$ cat src/rtl/sid_filter_sched.sv
// sid_filter_sched: time-shares one filter/output datapath between SID #1/#2.
// Ports: tick/dual/job*_i in, filter_o/valid/ready req, res_* in, audio_o out.
package sid_pkg;
  typedef logic signed [23:0] s24_t;

  typedef struct packed {
    logic [15:0] vhp;
    logic [15:0] vbp;
    logic [15:0] vlp;
  } filter_v_t;

  typedef struct packed {
    logic [10:0] fc;
    logic [3:0]  res;
    logic [3:0]  filt;
    logic [3:0]  mode;
    logic [3:0]  vol;
    logic [15:0] v1;
    logic [15:0] v2;
    logic [15:0] v3;
    filter_v_t   state;
  } filter_i_t;

  typedef struct packed {
    s24_t left;
    s24_t right;
  } audio_t;
endpackage

module sid_filter_sched
  import sid_pkg::*;
#(
  parameter int unsigned MAX_LAT = 15
) (
  input  logic      clk,
  input  logic      rst_n,
  input  logic      tick,
  input  logic      dual,
  input  filter_i_t job0_i,
  input  filter_i_t job1_i,
  output filter_i_t filter_o,
  output logic      filter_valid,
  input  logic      filter_ready,
  input  logic      res_valid,
  input  filter_v_t res_state,
  input  s24_t      res_audio,
  output audio_t    audio_o,
  output logic      audio_valid,
  output logic      busy,
  output logic      overrun,
  output logic      timeout
);

  typedef enum logic [2:0] {
    IDLE,
    ISSUE0,
    WAIT0,
    ISSUE1,
    WAIT1,
    DONE
  } state_t;

  state_t    state;
  state_t    st_n;
  filter_i_t job0_q;
  filter_i_t job1_q;
  logic      dual_q;
  filter_v_t st0;
  filter_v_t st1;
  s24_t      smp0;
  s24_t      smp1;
  s24_t      smp0_n;
  s24_t      smp1_n;
  logic [7:0] cnt;
  logic      in_wait;
  logic      expire;

  assign in_wait = (state == WAIT0) || (state == WAIT1);
  assign expire  = in_wait && !res_valid
                && (cnt == 8'(MAX_LAT - 1));

  // sample values as they will be after this edge, so
  // audio_o can be presented in the DONE cycle itself
  assign smp0_n = (state == WAIT0 && res_valid)
                ? res_audio : smp0;
  assign smp1_n = (state == WAIT1 && res_valid)
                ? res_audio : smp1;

  always_ff @(posedge clk or negedge rst_n) begin
    if (!rst_n) state <= IDLE;
    else        state <= st_n;
  end

  always_comb begin
    st_n = state;
    unique case (state)
      IDLE:   if (tick) st_n = ISSUE0;
      ISSUE0: if (filter_ready) st_n = WAIT0;
      WAIT0:
        if (res_valid || expire)
          st_n = dual_q ? ISSUE1 : DONE;
      ISSUE1: if (filter_ready) st_n = WAIT1;
      WAIT1:
        if (res_valid || expire) st_n = DONE;
      DONE:   st_n = IDLE;
      default: st_n = IDLE;
    endcase
  end

  always_comb begin
    filter_o     = '0;
    filter_valid = 1'b0;
    unique case (1'b1)
      state == ISSUE0: begin
        filter_o       = job0_q;
        filter_o.state = st0;
        filter_valid   = 1'b1;
      end
      state == ISSUE1: begin
        filter_o       = job1_q;
        filter_o.state = st1;
        filter_valid   = 1'b1;
      end
      default: ;
    endcase
  end

  always_ff @(posedge clk or negedge rst_n) begin
    if (!rst_n) begin
      job0_q      <= '0;
      job1_q      <= '0;
      dual_q      <= 1'b0;
      st0         <= '0;
      st1         <= '0;
      smp0        <= '0;
      smp1        <= '0;
      cnt         <= '0;
      audio_o     <= '0;
      audio_valid <= 1'b0;
      busy        <= 1'b0;
      overrun     <= 1'b0;
      timeout     <= 1'b0;
    end else begin
      if (state == IDLE && tick) begin
        job0_q <= job0_i;
        job1_q <= job1_i;
        dual_q <= dual;
      end

      if (!in_wait)
        cnt <= '0;
      else if (!res_valid)
        cnt <= cnt + 8'd1;

      if (state == WAIT0 && res_valid) begin
        st0  <= res_state;
        smp0 <= res_audio;
      end
      if (state == WAIT1 && res_valid) begin
        st1  <= res_state;
        smp1 <= res_audio;
      end

      if (st_n == DONE) begin
        audio_o.left  <= smp0_n;
        audio_o.right <= dual_q ? smp1_n : smp0_n;
      end

      audio_valid <= (st_n == DONE);
      busy        <= (st_n != IDLE);
      overrun     <= tick && (state != IDLE);
      timeout     <= expire;
    end
  end

endmodule

$ cat config.mk
export PLATFORM = sky130hd
export DESIGN_NAME = sid_filter_sched
export DESIGN_NICKNAME = d
export VERILOG_FILES = /design/src/rtl/sid_filter_sched.sv
export SDC_FILE = /design/constraint.sdc
export NUM_CORES = 1
export LEC_CHECK = 0
export CORE_ASPECT_RATIO = 0.75
export CORE_MARGIN = 2
export CORE_UTILIZATION = 35
export CTS_CLUSTER_SIZE = 24
export DETAILED_ROUTE_END_ITERATION = 7
export PLACE_DENSITY = 0.7
export SLEW_MARGIN = 20
export SYNTH_ARGS = -nofsm -noshare
export SYNTH_HDL_FRONTEND = slang
export SYNTH_SLANG_ARGS = --single-unit
$ cat constraint.sdc
create_clock -name clk -period 3.2 [get_ports clk]
set_input_delay 0.96 -clock clk [delete_from_list [all_inputs] [get_ports clk]]
set_output_delay 0.96 -clock clk [all_outputs]
set_load 0.02 [all_outputs]
==> out/metrics.cfg <==
[grt]
grt_pass1_wl_mm=62.41
grt_antenna_before_repair=2
grt_max_degree=85
first_global_vias=11220
grt_util_all_layers_pct=16.85
grt_overflow=0

[sta]
drv_slew=0
relSlewSlack_pct=59.40
hold_viol=0
rsz0062_at_grt=no
holdWs_ns=0.3353
fin_ws_ns=0.09994
fin_crit_ns=3.100
finalSetupViolCount=0
worstMarginPinSlew_ns=0.6090
setup-tns-final_ns=0
max_freq_mhz=322.6
fin_crit_sh_pct=96.88
fin_worst_skew_ns=0.01775

[critical_path]
end_kind=primary output
required_ns=2.24
r2r_start=state[1]$_DFF_PN0_
crit_type=flip-flop to primary output
cp_num_buf_inv=2
startpoint=state[1]$_DFF_PN0_
critPathSlowestCell=clkdlybuf4s50_1
arrival_ns=2.14
startpoint_type=flip-flop
path_cells=buf_4, mux2i_1, nor2_1, clkdlybuf4s50_1
cp_top_family=buffers and inverters
critPathMaxStageDelay_ns=0.64
crit_fanout=6
reg2reg_slack_ns=0.31

[power]
ir_drop_mv=0.5876
p_comb_share_pct=43.2
power_switching_mw=7.469
power.internal_mw=14.51
p_per_area_mw_per_mm2=1006
total_power_mw=21.98
power.leakage_nw=9.608
p_seq_share_pct=35.8
swShare_pct=33.99
clockPowerShare_pct=21.1

[clocking]
htreeDepth=2
cts_root_buffer=clkbuf_16
clk_pin_slew_worst_paths_ns=0.06
cts-hold-fix-buffers=0
clk_latency_ns=0.53
cts_num_sinks=358
cts_tree=yes
clk_path_buf_depth=3
cts_buffers=40

[synth]
yosysSeqAreaShare_pct=57.42
synthFlopType=dfrtp_1
ys_types=34
ys_top_cells_by_area=dfrtp_1, mux2_2, mux2i_1
mappedNetlistArea_mm2=0.01560
syn_avg_cell_area_um2=13.81
synth_top_area_cell=dfrtp_1
ys_warn_count=0
yosysMostFrequentCell=dfrtp_1
yosys.area.top_type_share_pct=57.42
synth-seq-cells=358
synthTopCellsByCount=dfrtp_1, mux2_2, mux2i_1
async_flop_share_pct=100.0
synth_edf_count=0
synthCells=1130
synth_fp_nets=1456

[floorplanning]
die_y_um=186.8
rows=66
dieArea_mm2=0.04630
coreArea_mm2=0.04368
start_util_pct=35.71
die_w_um=247.8
num_io_pins=500

[placed_design]
gp_congestion=0.7668
pre_cts_ws_ns=0.08111
place_inst=2077
io_buffers=403
hpwl_mm=26.97

[cells_and_area]
layout-drive-gt1-share_pct=27.11
final_cell_count_no_fill=2155
fillers=3835
area_growth_pct=39.99
num-nets-final=1870

[route]
ant_nets=0
drt_iter0_drc=313
vias=10170
wire_per_inst_um=18.29
drt_pre_antenna_iters=4
detail_route.vias_per_cell=4.719
drc=0
routed_wirelength_mm=39.42

[run]
drv_cap=0

[worst_hold_path]
hold_class=input port to asynchronous set/reset pin

[status]
status=finished, final reports clean

## layout by cell type (no fill, tap or decap), types with 3 or more instances in the layout
cell type        netlist  layout
mux2_1                13      13
mux2_4                 5       5
dfrtp_1              358     357
clkinv_2               0       6
dlygate4sd2_1          0     117
clkdlybuf4s50_1        0     281
clkbuf_8               0       9
nand3_1                4       4
inv_1                 27      27
xor2_1                 6       6
clkbuf_16              0      41
mux2i_1              172     172
dlymetal6s2s_1         0       4
mux2_2               301     301
nor3_1                 3       3
inv_6                  0       5
clkbuf_1              31       7
nor2_1               135     135
clkinvlp_4             0       3
buf_12                 0      16
buf_4                  0      24
## logic make-up (layout without fill, tap and decap cells)
group	Yosys count	in the layout	synth area share, %
muxes	491	491	34.18
DFF	358	358	57.42
AOI/OAI and AO/OA	7	7	0.3529
other	0	2	0
and+or+nand+nor	161	161	4.379
buffers and inverters	102	547	2.951
adders and majority gates	2	2	0.1604
xor gates and xnor gates	9	9	0.5534
## routing by layer
layer  GRT usage [%]  vias to the layer above  share of wire (%)
li1                -                     4735                  -
met1           22.29                     5157                 46
met2           28.13                      222                 47
met3           3.214                       56                4.9
met4           4.721                        0                2.0
met5               0                        -                  0
## power groups by stage
stage	clock (mW)	sequential (mW)	combinational, mW
floorplan	0	7.98	6.08
global placement	0	7.80	9.69
detailed placement	0	7.93	9.88
CTS	4.77	7.89	9.62
global route	4.99	8.14	10.2
finish	4.63	7.86	9.49
## sequential cells by signal, indices dropped and copies added, names as in the netlist
register	cells
audio_o	48
audio_valid	1
busy	1
cnt	8
dual_q	1
job0_q	75
job1_q	75
overrun	1
smp0	24
smp1	24
st0	48
st1	48
state	3
timeout	1
## final timing paths
check | endpoint | cells past startpoint
setup reg to reg | audio_o[39]$_DFFE_PN0N_ | 8
hold / removal | st0[31]$_DFFE_PN0P_ | 1
setup / recovery | filter_o[9] | 4
hold reg to reg | audio_o[27]$_DFFE_PN0N_ | 1
min in group clk | audio_o[27]$_DFFE_PN0N_ | 1
max in group asynchronous | smp1[10]$_DFF_PN0_ | 2
## per-stage QoR
stage / utilization [%] / area [um^2]
2_1_floorplan: - / 15600
6_report: 49.99 / 21840
3_5_place_dp: 47.04 / 20550
4_1_cts: 49.91 / 21800
3_3_place_gp: 47.04 / 20550
5_1_grt: 49.99 / 21840
## layout make-up
cell class / instances / area, um^2 / share of cell area [%]
Tap cell: 578 / 723.2 / 3.311
Timing Repair Buffer: 447 / 4502 / 20.61
Antenna cell: 2 / 5.005 / 0.02292
Multi-Input combinational cell: 670 / 6213 / 28.45
Inverter: 27 / 101.3 / 0.4640
Sequential cell: 358 / 8962 / 41.04
Clock inverter: 16 / 156.4 / 0.7161
Clock buffer: 57 / 1176 / 5.385
## what timing repair did
action	in CTS	in global routing
gates cloned	2	0
setup buffers	0	1
gates resized for setup	119	5
endpoints found under the setup margin	104	10
Power figures use the tool's default switching activity.
